File: config.mk
export PLATFORM = sky130hd
export DESIGN_NAME = ifetch_issue_unit
export DESIGN_NICKNAME = d
export VERILOG_FILES = /design/src/rtl/ifetch_issue_unit.sv
export SDC_FILE = /design/constraint.sdc
export NUM_CORES = 1
export LEC_CHECK = 0
export BUFFER_PORTS_ARGS = -buffer_cell sky130_fd_sc_hd__buf_2
export CORE_MARGIN = 2
export CORE_UTILIZATION = 58
export CTS_BUF_LIST = sky130_fd_sc_hd__clkbuf_16
export DETAILED_ROUTE_END_ITERATION = 8
export PLACE_DENSITY = 0.82
export SYNTH_ARGS = -nofsm -noshare
export SYNTH_HDL_FRONTEND = slang
export SYNTH_SLANG_ARGS = --single-unit
File: constraint.sdc
create_clock -name clk -period 3.72 [get_ports clk]
set_clock_uncertainty 0.15 [all_clocks]
set_input_delay 0.558 -clock clk [delete_from_list [all_inputs] [get_ports clk]]
set_output_delay 0.558 -clock clk [all_outputs]
set_load 0.02 [all_outputs]
File: src/rtl/ifetch_issue_unit.sv
`default_nettype none
// ============================================================================
// Module   : ifetch_issue_unit
// Brief    : PC generation, instruction-memory requests, prefetch FIFO and
//            valid/ready issue toward decode, with redirect and STOP halt.
// Revision : 1.0 - initial release
// ============================================================================
module ifetch_issue_unit #(
    parameter int                  ADDR_W   = 8,
    parameter int                  INST_W   = 16,
    parameter int                  OP_WIDTH = 4,
    parameter int                  DEPTH    = 2,
    parameter logic [OP_WIDTH-1:0] STOP_OP  = 4'b0111
) (
    input  logic                clk,
    input  logic                rst_n,
    input  logic                start_i,
    input  logic [ADDR_W-1:0]   start_pc_i,
    output logic                imem_req_o,
    output logic [ADDR_W-1:0]   imem_addr_o,
    input  logic                imem_rvalid_i,
    input  logic [INST_W-1:0]   imem_rdata_i,
    output logic                inst_valid_o,
    input  logic                inst_ready_i,
    output logic [INST_W-1:0]   inst_o,
    output logic [OP_WIDTH-1:0] opcode_o,
    output logic [ADDR_W-1:0]   inst_pc_o,
    input  logic                redirect_i,
    input  logic [ADDR_W-1:0]   redirect_pc_i,
    output logic                halted_o
);
    localparam int                 c_PTR_W = (DEPTH > 1) ? $clog2(DEPTH) : 1;
    localparam int                 c_CNT_W = c_PTR_W + 1;
    localparam logic [c_CNT_W:0]   c_DEPTH = (c_CNT_W + 1)'(DEPTH);

    typedef enum logic [1:0] {
        S_IDLE  = 2'd0,
        S_FETCH = 2'd1,
        S_DRAIN = 2'd2,
        S_HALT  = 2'd3
    } state_t;

    state_t               r_state;
    logic [ADDR_W-1:0]    r_pc;
    logic [ADDR_W-1:0]    r_req_pc;
    logic                 r_inflight;
    logic                 r_kill;
    logic                 r_halted;
    logic [c_PTR_W-1:0]   r_rd_ptr;
    logic [c_PTR_W-1:0]   r_wr_ptr;
    logic [c_CNT_W-1:0]   r_count;
    logic [INST_W-1:0]    r_mem_inst [DEPTH];
    logic [ADDR_W-1:0]    r_mem_pc   [DEPTH];

    logic                 w_fetching;
    logic                 w_valid;
    logic                 w_pop;
    logic                 w_req;
    logic                 w_push;
    logic                 w_push_stop;
    logic                 w_stop_pop;
    logic [c_CNT_W:0]     w_used;
    logic [INST_W-1:0]    w_head_inst;
    logic [ADDR_W-1:0]    w_head_pc;

    assign w_fetching  = (r_state == S_FETCH);
    assign w_valid     = (r_count != '0);
    assign w_pop       = w_valid && inst_ready_i;
    assign w_head_inst = r_mem_inst[r_rd_ptr];
    assign w_head_pc   = r_mem_pc[r_rd_ptr];

    // Credit counts the slot freed by this cycle's pop so a 2-deep FIFO
    // still sustains one instruction per cycle.
    assign w_used = {1'b0, r_count}
                  - {{c_CNT_W{1'b0}}, w_pop}
                  + {{c_CNT_W{1'b0}}, r_inflight};
    assign w_req  = w_fetching && !redirect_i && (w_used < c_DEPTH);

    assign w_push      = imem_rvalid_i && r_inflight && !r_kill && w_fetching && !redirect_i;
    assign w_push_stop = w_push && (imem_rdata_i[INST_W-1 -: OP_WIDTH] == STOP_OP);
    assign w_stop_pop  = w_pop && (r_state == S_DRAIN)
                      && (w_head_inst[INST_W-1 -: OP_WIDTH] == STOP_OP);

    assign imem_req_o   = w_req;
    assign imem_addr_o  = r_pc;
    assign inst_valid_o = w_valid;
    assign inst_o       = w_valid ? w_head_inst : '0;
    assign opcode_o     = inst_o[INST_W-1 -: OP_WIDTH];
    assign inst_pc_o    = w_valid ? w_head_pc : '0;
    assign halted_o     = r_halted;

    always_ff @(posedge clk or negedge rst_n) begin
        if (!rst_n) begin
            r_state    <= S_IDLE;
            r_pc       <= '0;
            r_req_pc   <= '0;
            r_inflight <= 1'b0;
            r_kill     <= 1'b0;
            r_halted   <= 1'b0;
            r_rd_ptr   <= '0;
            r_wr_ptr   <= '0;
            r_count    <= '0;
        end else begin
            r_inflight <= w_req;
            r_kill     <= 1'b0;
            if (w_req) begin
                r_pc     <= r_pc + ADDR_W'(1);
                r_req_pc <= r_pc;
            end
            if (w_push) begin
                r_wr_ptr <= r_wr_ptr + c_PTR_W'(1);
            end
            if (w_pop) begin
                r_rd_ptr <= r_rd_ptr + c_PTR_W'(1);
            end
            r_count <= r_count + {{(c_CNT_W-1){1'b0}}, w_push}
                               - {{(c_CNT_W-1){1'b0}}, w_pop};

            case (r_state)
                S_IDLE, S_HALT: begin
                    if (start_i) begin
                        r_pc       <= start_pc_i;
                        r_rd_ptr   <= '0;
                        r_wr_ptr   <= '0;
                        r_count    <= '0;
                        r_inflight <= 1'b0;
                        r_halted   <= 1'b0;
                        r_state    <= S_FETCH;
                    end
                end
                S_FETCH, S_DRAIN: begin
                    if (redirect_i) begin
                        // Any handshake this cycle has already popped; flush the rest.
                        r_pc     <= redirect_pc_i;
                        r_kill   <= r_inflight;
                        r_rd_ptr <= '0;
                        r_wr_ptr <= '0;
                        r_count  <= '0;
                        r_state  <= S_FETCH;
                    end else if (w_push_stop) begin
                        r_state <= S_DRAIN;
                    end else if (w_stop_pop) begin
                        r_rd_ptr <= '0;
                        r_wr_ptr <= '0;
                        r_count  <= '0;
                        r_halted <= 1'b1;
                        r_state  <= S_HALT;
                    end
                end
                default: r_state <= S_IDLE;
            endcase
        end
    end

    always_ff @(posedge clk) begin
        if (w_push) begin
            r_mem_inst[r_wr_ptr] <= imem_rdata_i;
            r_mem_pc[r_wr_ptr]   <= r_req_pc;
        end
    end

endmodule
`default_nettype wire

# After elaboration in Yosys (flattened, before gate mapping)
# Memory sizes are Yosys's and may differ from the RTL's.
# Index checks and enable logic that the tools add are counted.
# classes
eq_ne,10
mux,39
magnitude_cmp,1
n_addsub,7
reduce_logical,18
# ops
cell,count
two-way mux 8 bit,4
two-way mux 1 bit,20
two-way mux 16 bit,1
two-way mux 2 bit,8
case mux 8 bit (2 select lines),1
logical AND 1 bit,10
adder 8 x 1 -> 8 bit (second input constant),1
== test 4 x 3 -> 1 bit (second input constant),2
!= test 2 bit (second input constant),4
case mux 2 bit (2 select lines),2
case mux 1 bit (2 select lines),3
== test 2 bit (second input constant),2
!= test 4 bit (second input constant),1
AND reduction 4 bit,1
OR reduction 2 bit,2
adder 3 x 1 -> 3 bit,1
less-than comparator 3 x 2 -> 1 bit (second input constant),1
subtractor 2 x 1 -> 3 bit,1
adder 1 bit (second input constant),2
adder 2 x 1 -> 2 bit,1
== test 2 x 1 -> 1 bit (second input constant),1
logical NOT 1 bit,2
logical NOT 2 bit,1
AND reduction 2 bit,1
2 further kinds,2
# word_totals
memories,2
input_bits,38
register_bits,25
ramBits,48
# mem_list
memory,words,width,rd,rd_clocked_by_memory_dff,write_ports,line_no,source
r_mem_inst,2,16,1,0,1,52,logic [INST_W-1:0] r_mem_inst [DEPTH];
r_mem_pc,2,8,1,0,1,53,logic [ADDR_W-1:0] r_mem_pc [DEPTH];

# Depth between registers and ports, before layout
# depth
ltp_word,10
ltp_mapped,10
mapped_depth_nobuf,10

# Least setup slack after synthesis
# Ideal clock, no wire load.
# synth_timing
path_type,input to output
startpoint,input inst_ready_i
endpoint,output imem_req_o
path_stages,6
setup_slack_ps,1022
t_arrival_ps,1990
path_cell_list,o21ai_2 nor2_1 o21ai_0 fa_1 xor2_1 nor2_2
# synth_between
elab_chain_len,5
# synth_lines
element,line_no,source
from (decl),24,"input logic inst_ready_i,"
logical AND 1 bit,68,assign w_pop = w_valid && inst_ready_i;
subtractor 2 x 1 -> 3 bit,75,"- {{c_CNT_W{1'b0}}, w_pop}"
adder 3 x 1 -> 3 bit,76,"+ {{c_CNT_W{1'b0}}, r_inflight};"
less-than comparator 3 x 2 -> 1 bit,77,assign w_req = w_fetching && !redirect_i && (w_used < c_DEPTH);
logical AND 1 bit,77,
to (decl),19,"output logic imem_req_o,"
# No other way between the ends.

# Worst setup path in the final report
# layout_timing
startpoint,register r_count[1]
endpoint,output imem_req_o
# layout_between
elab_chain_len,6
# layout_lines
element,line_no,source
from (decl),51,logic [c_CNT_W-1:0] r_count;
from (signal assigned),116,"r_count <= r_count + {{(c_CNT_W-1){1'b0}}, w_push}"
nonzero test 2 bit,67,assign w_valid = (r_count != '0);
logical AND 1 bit,68,
subtractor 2 x 1 -> 3 bit (*),75,
adder 3 x 1 -> 3 bit (*),76,
less-than comparator 3 x 2 -> 1 bit (*),77,
logical AND 1 bit (*),77,
# Every way passes the cells marked *; elsewhere a longest branch is shown, timed or not.

==> results.json <==
{
  "path_max_fanout": 9,
  "syn_avg_cell_area_um2": 13.3,
  "cts.repair.resized": 0,
  "cts_tree": "yes",
  "clk_pin_slew_ns": 0.06,
  "setup_viol": 0,
  "h-tree-depth": 3,
  "portBuffers": 76,
  "syn_area_mm2": 0.00331,
  "synth_top_cell_by_area": "edfxtp_1",
  "regToRegStartpoint": "r_count[1]",
  "grt.total_usage_pct": 20.9,
  "crit_path_max_incr_delay_ns": 0.53,
  "hp-class": "in -> async",
  "first_pass_iters": 4,
  "drcViolationCount": 0,
  "slew_violations": 0,
  "drive_above_1_share_pct": 32.8,
  "peakVddDrop_mv": 0.446,
  "post_cts_buffers": 0,
  "grt_overflow": 0,
  "setup.worst_path.class": "reg -> out",
  "final_hold_viol_count": 0,
  "relSlewSlack_pct": 34.0,
  "ys_ff_latch": 73,
  "setup_tns_ns": 0,
  "synth_cell_types": 49,
  "worst_slew_pin_slew_ns": 0.989,
  "cts_buffer_depth": 2,
  "critPathLaunch": "r_count[1]",
  "initial_core_util_pct": 60.1,
  "die-area_mm2": 0.00633,
  "cp_slowest_cell": "xor2_1",
  "power_density_mw_per_mm2": 820,
  "die_w_um": 79.6,
  "finalNonFillerCells": 404,
  "routedWlPerCell_um": 15.5,
  "synthCells": 249,
  "die_h_um": 79.6,
  "synthArstFlopShare_pct": 34.2,
  "holdWs_ns": 0.0772,
  "via_count": 2248,
  "grt_pass1_vias": 2134,
  "grt_pass1_wl_um": 9870,
  "status": "finished clean",
  "syn_nets": 295,
  "pre_cts_slack_ns": 0.667,
  "diodes": 0,
  "rsz0062_at_grt": "no",
  "critPathArrivalTime_ns": 2.58,
  "gp_congestion": 0.842,
  "worstPathCellList": "o21ai_2, nor2_1, o21ai_0, fa_1, xor2_1, nor2_2, buf_2",
  "clock_latency_ns": 0.32,
  "yosys.area.top_type_share_pct": 43.5,
  "startpoint_type": "register",
  "grt_max_degree": 26,
  "clock_tree.root_cell": "clkbuf_16",
  "placedCellCount": 388,
  "fin_crit_ns": 3.28,
  "synth_top_flop_cell": "edfxtp_1",
  "cp-end-kind": "output pin",
  "postCtsHoldBufs": 0,
  "fin_crit_sh_pct": 88.3,
  "worst_slack_ns": 0.437,
  "syn_to_final_growth_pct": 21.9,
  "hpwlAfterDp_um": 4390,
  "p_leak_uw": 0.00167,
  "required_ns": 3.01,
  "row_count": 27,
  "cts_sinks": 73,
  "layout.nets": 373,
  "core_mm2": 0.00551,
  "max_freq_ghz": 0.305,
  "synthTopCellsByArea": "edfxtp_1 (44%), dfrtp_1 (19%), mux2i_1 (7.6%)",
  "wl_um": 6260,
  "synth_warnings": 0,
  "ys_seq_area_share_pct": 62.4,
  "detail-route-antenna-nets": 0,
  "synth_edf_count": 48,
  "ios": 77,
  "cts_buffers": 9,
  "viasPerCell": 5.56,
  "antenna_found_initial": 0,
  "maxCapViolCount": 0,
  "drt_iter0_drc": 97
}
-- stage by stage --
stage               power (uW)  utilization, %  cell area [um^2]
floorplan                 2120               -              3310
global placement          2440            67.9              3740
detailed placement        2480            67.9              3740
CTS                       3340            73.3              4040
global route              3500            73.3              4040
finish                    3310            73.3              4040
-- per-layer routing --
layer  share of wire (%)  wire [um]  vias up  global-route usage, %
met4                 1.0         64        0                   8.79
met5                   0          0        -                      0
met2                  50       3110       92                   34.0
met1                  43       2660     1076                   26.7
li1                    -          -     1075                      -
met3                 6.7        422        5                   5.20
-- where the power goes --
part | internal, uW | switching [uW]
Sequential | 1020 | 140
Combinational | 512 | 805
Clock | 518 | 317
Total | 2050 | 1260
-- Yosys cell counts, types with 5 or more instances --
master	count
xnor2_1	5
nor2_1	28
edfxtp_1	48
o21ai_0	10
ha_1	7
mux2_2	7
nand2_1	5
dfrtp_1	25
clkbuf_1	6
xor2_1	5
nor3_1	5
inv_1	10
mux2i_1	25
nand3_1	5
-- worst max-delay path, delay by kind of cell (launching register included) --
family | cells | cell delay, ns
xor gates and xnor gates | 1 | 0.53
adders and majority gates | 1 | 0.43
and+or+nand+nor | 2 | 0.29
buffers and inverters | 1 | 0.18
AOI/OAI and AO/OA | 2 | 0.29
DFF | 1 | 0.52
-- logic make-up (layout without fill, tap and decap cells) --
family,Yosys count,count (layout),synth area share [%]
DFF,73,73,62.4
AOI/OAI and AO/OA,34,34,7.18
xor gates and xnor gates,10,10,2.65
muxes,32,32,9.94
adders and majority gates,8,8,3.25
and+or+nand+nor,69,69,11.2
buffers and inverters,23,106,3.36
-- final cells by class --
cell class / instances / area [um^2]
inverters: 10 / 37.5
fillers: 363 / 1470
clock buffers: 9 / 225
flip-flops and latches: 73 / 2070
well taps: 72 / 90.1
clock inverters: 7 / 71.3
repair buffers: 80 / 410
multi-input cells: 153 / 1130
-- cell usage in the layout (no fill, tap or decap), types with 7 or more instances in the layout --
cell type  synthesis  final
buf_2              2     76
clkbuf_16          0      9
dfrtp_1           25     25
edfxtp_1          48     48
ha_1               7      7
inv_1             10     11
mux2_2             7      7
mux2i_1           25     25
nor2_1            28     27
o21ai_0           10     10
-- final timing paths --
path	endpoint	slack, ns	cells past startpoint
worst max-delay path	imem_req_o	0.44	7
worst min-delay path	imem_addr_o[4]	0.08	1
worst max register to register	imem_addr_o[7]	0.89	8
worst min register to register	r_mem_pc[1][5]	0.33	0
max in group asynchronous	r_req_pc[6]	2.96	1
min in group clk	r_mem_inst[0][1]	0.27	1
-- sequential cells by signal, summed over array words and instances, names as in the netlist --
signal,cells
r_mem_inst,32
r_mem_pc,16
imem_addr_o,8
r_req_pc,8
r_count,2
r_state,2
halted_o,1
r_inflight,1
r_kill,1
r_rd_ptr,1
r_wr_ptr,1
Power figures use the tool's default switching activity.
